==> config.mk <==
export PLATFORM = sky130hd
export DESIGN_NAME = tas_pkt_ctrl
export DESIGN_NICKNAME = d
export VERILOG_FILES = /design/src/rtl/tas_pkg.sv /design/src/rtl/tas_byte_accum.sv /design/src/rtl/tas_pkt_ctrl.sv
export SDC_FILE = /design/constraint.sdc
export NUM_CORES = 1
export LEC_CHECK = 0
export ABC_CLOCK_PERIOD_IN_PS = 1990
export CORE_ASPECT_RATIO = 0.7
export CORE_MARGIN = 2
export CORE_UTILIZATION = 56
export CTS_CLUSTER_DIAMETER = 50
export DETAILED_ROUTE_END_ITERATION = 16
export PLACE_DENSITY = 0.79
export SLEW_MARGIN = 20
export SYNTH_ARGS = -nofsm -noshare
export SYNTH_HDL_FRONTEND = slang
export SYNTH_SLANG_ARGS = --single-unit
==> constraint.sdc <==
create_clock -name clk_50 -period 1.99 [get_ports clk_50]
set_input_delay 0.398 -clock clk_50 [delete_from_list [all_inputs] [get_ports clk_50]]
set_output_delay 0.398 -clock clk_50 [all_outputs]
set_load 0.02 [all_outputs]
==> src/rtl/tas_pkg.sv <==
`default_nettype none
// ============================================================================
// Module   : tas_pkg
// Purpose  : Shared types and constants for the temperature acquisition
//            packet controller: FSM state encoding, default header bytes and
//            a constant ceil-log2 helper for sizing counters and shifts.
// Revision : 1.0 - initial release
// ============================================================================
package tas_pkg;

  typedef enum logic [1:0] {
    HUNT    = 2'd0,
    TEMP_RX = 2'd1,
    SKIP_RX = 2'd2,
    WRITE   = 2'd3
  } state_t;

  localparam logic [7:0] HDR_TEMP_C = 8'hA5;
  localparam logic [7:0] HDR_SKIP_C = 8'hC3;

  // Smallest r with (1 << r) >= value; 0 for value <= 1.
  function automatic int clog2(input int value);
    int r;
    r = 0;
    for (int i = 0; i < 31; i++) begin
      if ((1 << i) < value) begin
        r = i + 1;
      end
    end
    return r;
  endfunction

endpackage
`default_nettype wire

==> src/rtl/tas_byte_accum.sv <==
`default_nettype none
// ============================================================================
// Module   : tas_byte_accum
// Purpose  : Bit/byte framing counters and data-byte accumulator.
// Ports    : clk_50, reset_n  - clock, async active-low reset
//            clear            - restart framing (bit_cnt takes bit_valid)
//            run              - framing active (packet body in progress)
//            capture          - byte_in holds freshly shifted data (ena_d)
//            acc_en           - captured bytes are added into sum
//            bit_valid        - serial bit strobe
//            byte_in[7:0]     - shift register parallel output
//            sum              - running sum of captured bytes
//            last_byte        - final byte of the packet captured this cycle
// Revision : 1.0 - initial release
// ============================================================================
module tas_byte_accum
  import tas_pkg::*;
#(
  parameter int  NUM_BYTES = 4,
  localparam int CNT_W     = clog2(NUM_BYTES),
  localparam int SUM_W     = 8 + CNT_W
) (
  input  logic             clk_50,
  input  logic             reset_n,
  input  logic             clear,
  input  logic             run,
  input  logic             capture,
  input  logic             acc_en,
  input  logic             bit_valid,
  input  logic [7:0]       byte_in,
  output logic [SUM_W-1:0] sum,
  output logic             last_byte
);

  logic [2:0]       bit_cnt;
  logic [CNT_W-1:0] byte_cnt;
  logic             byte_rdy;   // 8th bit shifted last cycle; byte_in now complete
  logic             cap;

  assign cap       = run & capture & byte_rdy;
  assign last_byte = cap & (byte_cnt == CNT_W'(NUM_BYTES - 1));

  always_ff @(posedge clk_50 or negedge reset_n) begin
    if (!reset_n) begin
      bit_cnt  <= 3'd0;
      byte_cnt <= '0;
      sum      <= '0;
      byte_rdy <= 1'b0;
    end else if (clear) begin
      // A bit arriving in the header-match cycle is already data bit 0.
      bit_cnt  <= {2'b00, bit_valid};
      byte_cnt <= '0;
      sum      <= '0;
      byte_rdy <= 1'b0;
    end else if (run) begin
      if (bit_valid) begin
        bit_cnt <= bit_cnt + 3'd1;
      end
      byte_rdy <= bit_valid & (bit_cnt == 3'd7);
      if (cap) begin
        byte_cnt <= byte_cnt + CNT_W'(1);
        if (acc_en) begin
          sum <= sum + SUM_W'(byte_in);
        end
      end
    end
  end

endmodule
`default_nettype wire

==> src/rtl/tas_pkt_ctrl.sv <==
`default_nettype none
// ============================================================================
// Module   : tas_pkt_ctrl
// Purpose  : Sequences the serial-to-parallel shift register: hunts for a
//            header byte, frames NUM_BYTES data bytes, averages temperature
//            packets and writes the result to a downstream FIFO.
// Ports    : clk_50, reset_n  - 50 MHz clock, async active-low reset
//            bit_valid        - serial bit strobe
//            shift_ena        - shift register data enable (= bit_valid)
//            byte_in[7:0]     - shift register parallel output
//            fifo_full        - downstream FIFO full
//            avg_out[7:0]     - averaged temperature byte
//            avg_wr           - one-cycle FIFO write strobe
//            overflow         - sticky: an average was dropped (FIFO full)
//            frame_err        - one-cycle pulse on in-packet timeout
// Revision : 1.0 - initial release
// ============================================================================
module tas_pkt_ctrl
  import tas_pkg::*;
#(
  parameter logic [7:0] HDR_TEMP    = HDR_TEMP_C,
  parameter logic [7:0] HDR_SKIP    = HDR_SKIP_C,
  parameter int         NUM_BYTES   = 4,
  parameter int         TIMEOUT_CYC = 1024
) (
  input  logic       clk_50,
  input  logic       reset_n,
  input  logic       bit_valid,
  output logic       shift_ena,
  input  logic [7:0] byte_in,
  input  logic       fifo_full,
  output logic [7:0] avg_out,
  output logic       avg_wr,
  output logic       overflow,
  output logic       frame_err
);

  localparam int CNT_W  = clog2(NUM_BYTES);
  localparam int SUM_W  = 8 + CNT_W;
  localparam int IDLE_W = (clog2(TIMEOUT_CYC) < 1) ? 1 : clog2(TIMEOUT_CYC);

  state_t             state;
  state_t             state_nxt;
  logic               ena_d;
  logic [IDLE_W-1:0]  idle_cnt;
  logic               in_rx;
  logic               timeout;
  logic               hdr_temp;
  logic               hdr_skip;
  logic               acc_clear;
  logic               acc_run;
  logic               acc_sum_en;
  logic               write_go;
  logic               write_drop;
  logic               last_byte;
  logic [SUM_W-1:0]   sum;

  // byte_in is only trusted one cycle after a shift (ena_d), when it
  // already contains the newest bit.
  assign in_rx    = (state == TEMP_RX) || (state == SKIP_RX);
  assign timeout  = in_rx && (idle_cnt == IDLE_W'(TIMEOUT_CYC - 1));
  assign hdr_temp = (state == HUNT) && ena_d && (byte_in == HDR_TEMP);
  assign hdr_skip = (state == HUNT) && ena_d && (byte_in == HDR_SKIP);

  // State register, shift-enable delay and idle timer
  always_ff @(posedge clk_50 or negedge reset_n) begin
    if (!reset_n) begin
      state    <= HUNT;
      ena_d    <= 1'b0;
      idle_cnt <= '0;
    end else begin
      state <= state_nxt;
      ena_d <= shift_ena;
      if (in_rx && !bit_valid && !timeout) begin
        idle_cnt <= idle_cnt + IDLE_W'(1);
      end else begin
        idle_cnt <= '0;
      end
    end
  end

  // Next-state logic; timeout takes precedence over framing progress
  always_comb begin
    state_nxt = state;
    case (state)
      HUNT: begin
        if (hdr_temp) begin
          state_nxt = TEMP_RX;
        end else if (hdr_skip) begin
          state_nxt = SKIP_RX;
        end
      end
      TEMP_RX: begin
        if (timeout) begin
          state_nxt = HUNT;
        end else if (last_byte) begin
          state_nxt = WRITE;
        end
      end
      SKIP_RX: begin
        if (timeout || last_byte) begin
          state_nxt = HUNT;
        end
      end
      WRITE:   state_nxt = HUNT;
      default: state_nxt = HUNT;
    endcase
  end

  // Output / control decode
  always_comb begin
    shift_ena  = bit_valid;
    frame_err  = timeout;
    acc_clear  = hdr_temp | hdr_skip | timeout;
    acc_run    = in_rx;
    acc_sum_en = (state == TEMP_RX);
    write_go   = (state == WRITE) && !fifo_full;
    write_drop = (state == WRITE) && fifo_full;
  end

  // avg_out and avg_wr are registered together so the FIFO sees the data
  // and its strobe in the same cycle.
  always_ff @(posedge clk_50 or negedge reset_n) begin
    if (!reset_n) begin
      avg_out  <= 8'h00;
      avg_wr   <= 1'b0;
      overflow <= 1'b0;
    end else begin
      avg_wr <= write_go;
      if (state == WRITE) begin
        avg_out <= 8'(sum >> CNT_W);
      end
      if (write_drop) begin
        overflow <= 1'b1;
      end
    end
  end

  tas_byte_accum #(
    .NUM_BYTES (NUM_BYTES)
  ) u_byte_accum (
    .clk_50    (clk_50),
    .reset_n   (reset_n),
    .clear     (acc_clear),
    .run       (acc_run),
    .capture   (ena_d),
    .acc_en    (acc_sum_en),
    .bit_valid (bit_valid),
    .byte_in   (byte_in),
    .sum       (sum),
    .last_byte (last_byte)
  );

endmodule
`default_nettype wire

# Yosys cells after proc, flatten, opt, wreduce, memory -nomap -nowiden

Index checks and enable logic that the tools add are counted.

Mux-type cells: 19
Bitwise gates (word level): 6
Equality and inequality tests: 11
Add/sub/neg operators: 4
Reduce and logical (&&, ||, !) cells: 22

Operators by type and width:

| cell                                                                   | number |
|---|---|
| 10-bit 2-to-1 mux                                                      | 5 |
| 8-bit equality test (second input constant)                            | 2 |
| 2-bit 2-to-1 mux                                                       | 8 |
| 10-bit by 1-bit adder with 10-bit output (second input constant)       | 1 |
| 10-bit by 8-bit adder with 10-bit output                               | 1 |
| 10-bit equality test (second input constant)                           | 1 |
| 3-bit 2-to-1 mux                                                       | 3 |
| 1-bit logical AND                                                      | 8 |
| 2-bit case mux with 4 select lines                                     | 1 |
| 2-bit nonzero test                                                     | 4 |
| 2-bit equality test (second input constant)                            | 3 |
| 3-bit AND reduction                                                    | 2 |
| 1-bit AND                                                              | 4 |
| 2-bit AND reduction                                                    | 2 |
| 3-bit by 1-bit adder with 3-bit output (second input constant)         | 1 |
| 3-bit equality test (second input constant)                            | 1 |
| 1-bit zero test                                                        | 3 |
| 3-bit by 2-bit != test with 1-bit output (second input constant)       | 1 |
| 3-bit != test (second input constant)                                  | 1 |
| 2-bit by 1-bit adder with 2-bit output (second input constant)         | 1 |
| 2-bit by 1-bit equality test with 1-bit output (second input constant) | 1 |
| 2-bit zero test                                                        | 1 |
| 1-bit logical OR                                                       | 2 |
| 1-bit 2-to-1 mux                                                       | 2 |
| 2 further kinds                                                        | 3 |

Output and inout bits: 12
Word-level logic and storage cells: 72
Input port bits: 12
Flip-flop bits (word level): 39

# Logic depth before layout (Yosys ltp)

Gate-level depths: netlist of run 1.

Word-level depth: 8
Mapped depth: 9
Depth with buffers taken out: 8

# By module

Synthesis of run 1 repeated with hierarchy kept, for this count alone.

Cells, all modules: 202
Area total of the unflattened synthesis: 2,220.9 µm²

By module, submodules not included:

| module         | instances | seq. area each (µm²) | cells an instance | area each (µm²) |
|---|---|---|---|---|
| tas_pkt_ctrl   | 1         | 575.6                | 94                | 1,131.1 |
| tas_byte_accum | 1         | 400.4                | 108               | 1,089.8 |

# Worst setup path before layout of run 1

OpenSTA, ideal clock, no wires.

Kind: reg2reg
Start point: register state[0]
End point: register u_byte_accum.sum[9]
Stages on the path, launching flop included: 10
Clock period less this slack: 1.814 ns
Path slack: 0.176 ns
Path buffers: 2
Arrival: 1.691 ns
Data required time: 1.867 ns
Path through: dfrtp_1 -> inv_1 -> ha_1 -> buf_4 -> nand4_1 -> clkbuf_1 -> nor3_1 -> a32oi_1 -> xor2_1 -> nor2_1

Longest elaborated chain between the ends: 7

RTL lines:

| item                                        | RTL line                               | RTL |
|---|---|---|
| from (decl)                                 | tas_pkt_ctrl.sv:42                     | `state_t state;` |
| from (signal assigned)                      | tas_pkt_ctrl.sv:72                     | `state <= state_nxt;` |
| 2-bit zero test                             | tas_pkt_ctrl.sv:62, tas_pkt_ctrl.sv:63 |  |
| 1-bit logical AND                           | tas_pkt_ctrl.sv:62, tas_pkt_ctrl.sv:63 |  |
| 1-bit logical AND, on equally long branches | tas_pkt_ctrl.sv:62, tas_pkt_ctrl.sv:63 |  |
| 1-bit OR (2 in series)                      | tas_pkt_ctrl.sv:114                    | `acc_clear = hdr_temp \| hdr_skip \| timeout;` |
| 2-bit nonzero test (no line)                | n/a                                    |  |
| 3-bit AND reduction (no line)               | n/a                                    |  |
| to (signal assigned)                        | tas_byte_accum.sv:63                   | `sum <= sum + SUM_W'(byte_in);` |
| to (decl)                                   | tas_byte_accum.sv:31                   | `output logic [SUM_W-1:0] sum,` |

Several ways; a longest one is shown, not always the timed one.
A chain may end at the register's enable or synchronous reset.

# Worst setup path after layout of run 1

Start point: input byte_in[7]
End point: register u_byte_accum.sum[8]

Longest elaborated chain between the ends: 6

RTL lines:

| item                                                                             | RTL line           | RTL |
|---|---|---|
| from (decl)                                                                      | tas_pkt_ctrl.sv:30 | `input logic [7:0] byte_in,` |
| branches (longest 6 deep; another with 10-bit by 8-bit adder with 10-bit output) | n/a                |  |

Several ways; the timed one is not identified. The select of a mux whose other input is x is not followed.

==> results.txt, run 1 <==
----------------------------------------------------
[Outcome]
  Outcome ... finished, final reports clean

[Synthesis]
  Library cells used by synthesis ... 48
  Commonest register cell after synthesis ... sky130_fd_sc_hd__dfrtp_1
  Synthesized instance count ... 213
  Synth async-reset ratio ... 1.00
  Net count after synthesis ... 243
  Post-synth EDFFs ... 0
  Syn. warnings ... 0
  Post-synthesis sequential area ratio ... 0.438
  Average footprint of a synthesized cell ... 10.5 um2
  Number of synthesized register bits ... 39
  Mapped cell area ... 0.00223 mm2

[Clock tree]
  Clock-pin slew on the worst setup and hold paths ... 0.08 ns
  Number of H-tree levels ... 2
  Post-CTS repair timing setup buffer count ... 0
  TritonCTS clock tree ... yes
  Maximum count of clock buffers along a single path ... 2
  Clk_lat worst skew ... 0.29 ns
  CTS root buf ... sky130_fd_sc_hd__clkbuf_8
  Hold Buf Count CTS ... 0
  Clock buffer count from CTS ... 5
  Clock net sink count ... 39

[Routing]
  Post-detailed-route wirelength per cell ... 16.5 um
  Violation count after the first detailed-route iteration ... 112
  Number of design rule violations left after detail routing ... 0
  Met2 WL post-DR ... 2570 um
  Total vias in the final route ... 1833
  Number of iterations in the first detailed-routing pass ... 4
  Total wire length ... ~5500 um
  Metal1 wirelength ... 2590 um
  Length of routed met3 wiring ... approximately 270 um
  Highest routing layer actually used ... met4
  Via/cell ratio ... 5.55
  Post-route antenna net violation count ... 0

[Finish]
  Final layout net count ... 306
  Proportion of layout cells with a drive suffix above 1 ... 0.278
  Most frequent cells in the layout ... 39 x sky130_fd_sc_hd__dfrtp_1, 38 x sky130_fd_sc_hd__buf_4, 24 x sky130_fd_sc_hd__nor2_1
  Fill cell instance count of the final layout ... 255
  Most common cell after layout, fill and taps aside ... sky130_fd_sc_hd__dfrtp_1
  Layout-stage area growth over the synthesis result ... 33.7%
  Core Util, Final ... 0.768

[Placement]
  Detail Placement HPWL ... a little under 4000 um
  Placement-stage worst setup slack ... -0.390 ns
  Count of buffers inserted at the top-level ports ... 23
  Final estimated routing congestion in global placement ... 0.902

[Worst setup path]
  Cell type of the slowest stage on the worst timing path ... sky130_fd_sc_hd__clkdlybuf4s50_1
  Critical Path End Type ... flop
  Type of the worst setup path ... in -> reg
  WP data required ... 2.17 ns
  Cells along the critical path ... clkdlybuf4s50_1 -> ha_1 -> nand2_1 -> or4b_1 -> o21ai_1 -> xor2_1 -> nor2_1
  Data arrival, critical path ... 2.12 ns
  Launching element type of the critical path ... input port
  Crit path largest cell delay ... 0.46 ns
  Critical Path Fanout Max ... 2

[Timing]
  Hold_ws ... 0.0515 ns
  Worst Tran Pin Value ... about 0.5 ns
  Number of setup violations in the final report ... 0
  Period utilisation layout ... 0.975
  Max Freq ... 0.515 GHz
  Shortest period the worst path allows ... 1.94 ns
  Worst clock skew on the final layout ... 0.00611 ns
  Worst setup slack after layout ... 0.0498 ns
  Final Max Slew Viols ... 0
  Final Hold Fails ... 0
  Worst slew margin ... 0.667
  RSZ-0062 raised after global routing ... no

[Power and ir drop]
  Leakage power of the design ... between 1 and 1.5 nW
  Peak VDD IR ... between 500 and 600 uV
  Power density normalized to cell area ... about 830 mW/mm2

[Hold path]
  Classification of the worst-slack hold path ... in -> async

[Die]
  Chip Height ... 56.8 um
  Die width ... 79.4 um
  Number of placement rows ... 19
  I/O pin cnt ... 24
  Total Die Area ... 0.00451 mm2
  Area of the core region ... 0.00387 mm2
  Initial standard-cell utilization of the core ... 0.575

[Job]
  Max-cap check violation count ... 0

[GRT]
  Maximum number of pins on one net before global-route repair ... 23
  Global-route wire length before repair ... 8690 um
  Overall Global Routing Usage ... 0.253
  Antenna violations before repair ... 1
  Vias in the first global route ... ~1800
  Overall overflow remaining after global route ... 0

----------------------------------------------------
==> through the flow <==
| step | cells | power, W | TNS [ns] | cell area [um2] |
|---|---|---|---|---|
| 3_5_place_dp | 321 | 0.00173 | -3.32 | 2790 |
| 4_1_cts | 329 | 0.00242 | 0 | 2910 |
| 3_3_place_gp | 321 | 0.00169 | -2.89 | 2790 |
| 6_report | 330 | 0.00246 | 0 | 2980 |
| 2_1_floorplan | 213 | 0.00144 | 0 | 2230 |
| 5_1_grt | 330 | 0.00259 | 0 | 2980 |
==> synthesized netlist by cell type, types with 2 or more instances <==
master / n / area, um2
sky130_fd_sc_hd__inv_1: 10 / 37.5
sky130_fd_sc_hd__xor2_1: 10 / 87.6
sky130_fd_sc_hd__a21o_1: 3 / 22.5
sky130_fd_sc_hd__a211oi_1: 2 / 15.0
sky130_fd_sc_hd__nor2_1: 24 / 90.1
sky130_fd_sc_hd__and3_1: 2 / 12.5
sky130_fd_sc_hd__mux2i_1: 7 / 70.1
sky130_fd_sc_hd__xnor2_1: 4 / 35.0
sky130_fd_sc_hd__nor3_1: 6 / 30.0
sky130_fd_sc_hd__dfrtp_1: 39 / 976
sky130_fd_sc_hd__a31oi_1: 2 / 12.5
sky130_fd_sc_hd__nand2_1: 13 / 48.8
sky130_fd_sc_hd__buf_4: 2 / 15.0
sky130_fd_sc_hd__nand4_1: 4 / 25.0
sky130_fd_sc_hd__a21oi_1: 12 / 60.1
sky130_fd_sc_hd__clkbuf_1: 3 / 11.3
sky130_fd_sc_hd__o21ai_0: 3 / 15.0
sky130_fd_sc_hd__mux2_2: 8 / 90.1
sky130_fd_sc_hd__or2_1: 2 / 12.5
sky130_fd_sc_hd__nand3_1: 9 / 45.0
sky130_fd_sc_hd__ha_1: 17 / 213
sky130_fd_sc_hd__o211ai_1: 2 / 15.0
sky130_fd_sc_hd__nor2b_1: 4 / 25.0
==> routing by layer <==
layer  track usage  vias to the layer above
met5             0                        -
met2         0.391                       44
met3        0.0531                        4
li1              -                      879
met4        0.0616                        0
met1         0.365                      906
==> critical path, delay by kind of cell <==
family	cells	cell delay (ns)
XOR/XNOR	1	0.17
buffers and inverters	1	0.46
AO/OA/AOI/OAI	1	0.16
adder cells (fa/ha/maj)	1	0.35
AND/OR/NAND/NOR	3	0.59
==> cells by family after synthesis <==
logic type      count (synthesis)  share of synthesized area
compound gates                 33                      0.107
xor+xnor                       14                     0.0551
fa+ha+maj                      18                      0.104
buf+inv                        16                     0.0337
flops                          39                      0.438
mux                            15                     0.0719
simple gates                   78                      0.189
==> path summary, 6_finish.rpt <==
path                       cells after the start  startpoint                 endpoint  slack, ns
max in group asynchronous                      2     reset_n  u_byte_accum.bit_cnt[1]       1.47
hold / removal                                 1     reset_n      u_byte_accum.sum[3]       0.05
setup reg to reg                               8    state[0]      u_byte_accum.sum[1]       0.13
setup / recovery                               7  byte_in[7]      u_byte_accum.sum[8]       0.05
hold reg to reg                                1    overflow                 overflow       0.46
min in group clk_50                            1    overflow                 overflow       0.46
==> where the power goes <==
group | internal, W | switching (W)
clock network | 0.000406 | 0.000287
logic | 0.000397 | 0.000396
registers | 0.000900 | 0.0000742
==> flip-flops by register name, indices dropped and copies added, names as in the netlist <==
name	flops
avg_out	8
overflow	1
idle_cnt	10
state	2
u_byte_accum.bit_cnt	3
avg_wr	1
u_byte_accum.sum	10
u_byte_accum.byte_cnt	2
u_byte_accum.byte_rdy	1
ena_d	1
==> cell type report <==
class	count	area (um2)	share of cell area
clock inverters	2	35.0	0.0118
multi-input cells	158	1240	0.418
flip-flops and latches	39	976	0.328
well taps	52	65.1	0.0219
repair buffers	62	534	0.179
clock buffers	6	82.6	0.0277
inverters	10	37.5	0.0126
diodes	1	2.50	0.000841
==> timing repair <==
item,in CTS,in global routing
gates resized for setup,10,11
endpoints found under the setup margin,4,7
pin swaps,2,5
Note: power is estimated with default switching activity, not from simulation.
==> inputs of run 2 (changes only) <==
- CTS_CLUSTER_DIAMETER: 50 -> unset
==> results of run 2 <==
Final layout, timing and power as in run 1 (identical DEF).
==> inputs of run 3 (changes only) <==
- CTS_CLUSTER_SIZE: unset -> 30
==> results of run 3 <==
Final layout, timing and power as in run 1 (identical DEF).
==> RTL change 1: new RTL, config.mk and constraints of run 3 <==
The 4 states of `state_t` get a one-hot encoding in 4 bits.
--- a/src/rtl/tas_pkg.sv
+++ b/src/rtl/tas_pkg.sv
@@ -9,9 +9,9 @@
 package tas_pkg;
 
-  typedef enum logic [1:0] {
-    HUNT    = 2'd0,
-    TEMP_RX = 2'd1,
-    SKIP_RX = 2'd2,
-    WRITE   = 2'd3
+  typedef enum logic [3:0] {
+    HUNT    = 4'b0001,
+    TEMP_RX = 4'b0010,
+    SKIP_RX = 4'b0100,
+    WRITE   = 4'b1000
   } state_t;
 
Formal check against the unedited RTL: no difference found for any inputs over 10 cycles, from zero or initial values and one cycle with reset_n low; not proved beyond that.
==> RTL change 1 against run 3 <==
  * Synthesized area is 1.6% lower
  * Register-to-register slack worse by 80 ps
  * Sequential share of layout area is 2.0 points higher
  * Clock skew grew 0.74 ps
  * Maximum frequency fell by 0.67%
  * Wire length down 1.2%
  * Design area decreased by 0.67%
  * Via count grew 1.2%
  * Highest routed layer unchanged
  * Critical path type unchanged
  * Hold slack better by 100 ps
  * Sequential cell count increased by 2
  * Non-clock buffer count increased by 5
  * Worst setup slack worse by 13 ps
Power is not compared: it rests on default switching activity, and its combinational part moved more than twofold at a synthesized area within 25%.
==> RTL change 1: results (changes against run 3) <==
placed cell count=309 (was 321); status=finished, final reports clean (unchanged); Compound-Gate Fraction of Synth Area=8.50% (was 10.7%); Routed met3 length=395 um (was 266 um); R2R Path Start=u_byte_accum.sum[0]$_DFFE_PN0P_ (was state[0]$_DFFE_PN0P_); period utilisation layout=98.2% (was 97.5%); met1 Use GR=32.1% (was 36.5%); layout cells sized above 1=33.1% (was 27.8%); Synth top cells by count=dfrtp_1, nor2_1, ha_1, nand2_1, xnor2_1 (was dfrtp_1, nor2_1, ha_1); post-detailed-route via-to-cell ratio=5.76 (was 5.55); Worst R2R Setup Slack=50 ps (was 130 ps); hpwl dp=3.70 mm (was 3.87 mm); # diodes=0 (was 1); # Post-CTS Setup Buffers=4 (was 0); nets=296 (was 306); routed len/inst=16.7 um (was 16.5 um); vias in the first global route=1866 (was 1841); synth unique cells=45 (was 48); met3 usage=6.27% (was 5.31%); Post-Synth XOR/XNOR Area=6.39% (was 5.51%); first-pass GRT wire length=8.69 mm (about the same); Seq/Total Area, Yosys=46.9% (was 43.8%); crit path from=byte_in[5] (was byte_in[7]); WHS=153 ps (was 51.5 ps); mux contribution to synthesized area=7.76% (was 7.19%); initial antenna violation count=0 (was 1); routed wl met2=2.69 mm (was 2.57 mm); largest net degree at the start of global routing=42 (was 23); Synth area leaders=dfrtp_1, ha_1, nor2_1 (was dfrtp_1, ha_1, mux2_2); placed cell area=0.00273 mm2 (was 0.00279 mm2); M1 WL=2.24 mm (was 2.59 mm); Crit Reg-Reg Endpoint=u_byte_accum.sum[6]$_DFFE_PN0P_ (was u_byte_accum.sum[1]$_DFFE_PN0P_); worst-path fanout max=3 (was 2); Post-Syn Nets=226 (was 243); Final Util=81.5% (was 76.8%); PostCTS Resize Cnt=17 (was 10); DRT Pass-1 Iters=6 (was 4); post-synthesis cell count=201 (was 213); DP Worst Slack=-532 ps (was -390 ps); Post-Synth Adder-Cell Area=7.76% (was 10.4%); drt initial violations=137 (was 112)
## RTL change 1: cell count changes in the layout (fill, tap and decap cells not counted), moves of 4 or more
cell / delta
a21oi_1: -8
nor2_1: +7
xnor2_1: +6
buf_4: +5
ha_1: -5
inv_1: -4
nor2_2: +4
xor2_1: -4
## RTL change 1: cell type report
| type | count | share of cell area [%] |
|---|---|---|
| flip-flops and latches | 41 | 34.7 |
| clock buffers | 8 | 2.71 |
| well taps | 50 | 2.12 |
| inverters | 6 | 0.762 |
| repair buffers | 67 | 18.9 |
| multi-input cells | 150 | 40.8 |
## RTL change 1: worst max-delay path, stage by stage
cell             delay [ps]
clkdlybuf4s50_1         490
buf_4                   170
ha_1                    340
nor2_1                   80
nor2_1                  190
o31ai_4                 120
a21oi_2                 170
xnor2_1                 130
nor2_1                   60
==> RTL change 2: new RTL, config.mk and constraints of run 3 <==
Made on the original files. `NUM_BYTES` is set to 4 in 2 places; all go to 8.
--- a/src/rtl/tas_byte_accum.sv
+++ b/src/rtl/tas_byte_accum.sv
@@ -17,5 +17,5 @@
   import tas_pkg::*;
 #(
-  parameter int  NUM_BYTES = 4,
+  parameter int  NUM_BYTES = 8,
   localparam int CNT_W     = clog2(NUM_BYTES),
   localparam int SUM_W     = 8 + CNT_W
--- a/src/rtl/tas_pkt_ctrl.sv
+++ b/src/rtl/tas_pkt_ctrl.sv
@@ -21,5 +21,5 @@
   parameter logic [7:0] HDR_TEMP    = HDR_TEMP_C,
   parameter logic [7:0] HDR_SKIP    = HDR_SKIP_C,
-  parameter int         NUM_BYTES   = 4,
+  parameter int         NUM_BYTES   = 8,
   parameter int         TIMEOUT_CYC = 1024
 ) (
Formal check against the unedited RTL: no difference found for any inputs over 10 cycles, from zero or initial values and one cycle with reset_n low; that may be too few to reach the edited logic, so the function may still have changed.
==> RTL change 2 against run 3 <==
  * The run now ends with negative setup slack left
  * Via count is 9.5% higher
  * Sequential cell count is 2 higher
  * Clock skew is 2.0 ps higher
  * Count of clock-buffer cells in the layout is 1 higher
  * Wire length is 6.9% higher
  * Design area is 4.7% higher
  * Sequential power is 7% higher
  * Combinational power is 21% higher
  * Worst setup slack worse by 170 ps
  * Power is 6.3% higher
  * Synthesized area is 1.2% higher
  * Critical path type is now flip-flop to flip-flop
  * Critical endpoint is now u_byte_accum.sum[10]$_DFFE_PN0P_
  * Largest cell class unchanged
  * Highest routed layer unchanged
==> RTL change 2: results (changes against run 3) <==
Routed met3 length=364 um (was 266 um); routed len/inst=16.7 um (was 16.5 um); # Post-CTS Setup Buffers=1 (was 0); via count=2008 (was 1833); routed wl met2=2.67 mm (was 2.57 mm); met1 Use GR=38.3% (was 36.5%); worst-path fanout max=3 (was 2); comb pwr=0.962 mW (was 0.793 mW); M1 WL=2.68 mm (was 2.59 mm); worst vdd ir=0.776 mV (was 0.547 mV); placed cell count=337 (was 321); initial antenna violation count=0 (was 1); Seq/Total Area, Yosys=45.5% (was 43.8%); setup_tns=-303 ps (was 0 ps); Setup Skew=8.07 ps (was 6.11 ps); DP Worst Slack=-529 ps (was -390 ps); layout cells sized above 1=31.2% (was 27.8%); post-synthesis cell count=220 (was 213); Final Setup Violations=4 (was 0); hpwl dp=3.90 mm (was 3.87 mm); PostCTS Resize Cnt=17 (was 10); GRT Total Usage=26.0% (was 25.3%); critical path's slowest cell=dfrtp_1 (was clkdlybuf4s50_1); Synth area leaders=dfrtp_1, ha_1, mux2_2 (unchanged); internal power=1.76 mW (was 1.70 mW); first-pass GRT wire length=8.97 mm (was 8.69 mm); Clk pwr share=23.4% (was 28.2%); Filler Cell Count=241 (was 255); failing checks=negative setup slack; largest net degree at the start of global routing=31 (was 23); status=complete, but fails checks (was finished, final reports clean); max incr delay on CP=390 ps (was 460 ps); min setup slack post-route=-116 ps (was 49.8 ps); Post-Syn Nets=251 (was 243); Synth top cells by count=dfrtp_1, nor2_1, nand2_1 (was dfrtp_1, nor2_1, ha_1)
RTL change 2: cell types whose count changed in the layout (fill, tap and decap cells not counted), moves of 3 or more:
| cell | delta |
|---|---|
| xnor2_1 | +3 |
| buf_4 | +15 |
| o21ai_1 | +4 |
| nand2_1 | +9 |
| xor2_1 | -6 |
| a211oi_2 | +3 |
| nor3_1 | -3 |
| inv_2 | +3 |
| inv_1 | -7 |
RTL change 2: logic make-up after synthesis:
kind of cell | share of synthesized area (%)
AOI/OAI and AO/OA | 11.8
xor gates and xnor gates | 4.28
adders and majority gates | 10.9
buffers and inverters | 2.22
DFF | 45.5
muxes | 6.66
and+or+nand+nor | 18.6
RTL change 2: area by class of cell:
class | count | area [um2] | share of cell area (%)
Clock buffer | 7 | 96.3 | 3.09
Clock inverter | 1 | 8.76 | 0.281
Inverter | 6 | 22.5 | 0.723
Multi-Input combinational cell | 168 | 1280 | 41.1
Sequential cell | 41 | 1030 | 32.9
Tap cell | 52 | 65.1 | 2.09
Timing Repair Buffer | 75 | 616 | 19.8
RTL change 2: worst paths after layout:
kind                                                  from                          endpoint  slack [ps]  depth (start not counted)
min                                                reset_n            avg_out[3]$_DFFE_PN0N_         120                          1
max reg2reg                u_byte_accum.sum[0]$_DFFE_PN0P_  u_byte_accum.sum[10]$_DFFE_PN0P_        -120                          7
max in group asynchronous                          reset_n             idle_cnt[7]$_DFF_PN0_        1310                          2
min in group clk_50                   overflow$_DFFE_PN0P_              overflow$_DFFE_PN0P_         460                          1
min reg2reg                           overflow$_DFFE_PN0P_              overflow$_DFFE_PN0P_         460                          1
max                        u_byte_accum.sum[0]$_DFFE_PN0P_  u_byte_accum.sum[10]$_DFFE_PN0P_        -120                          7
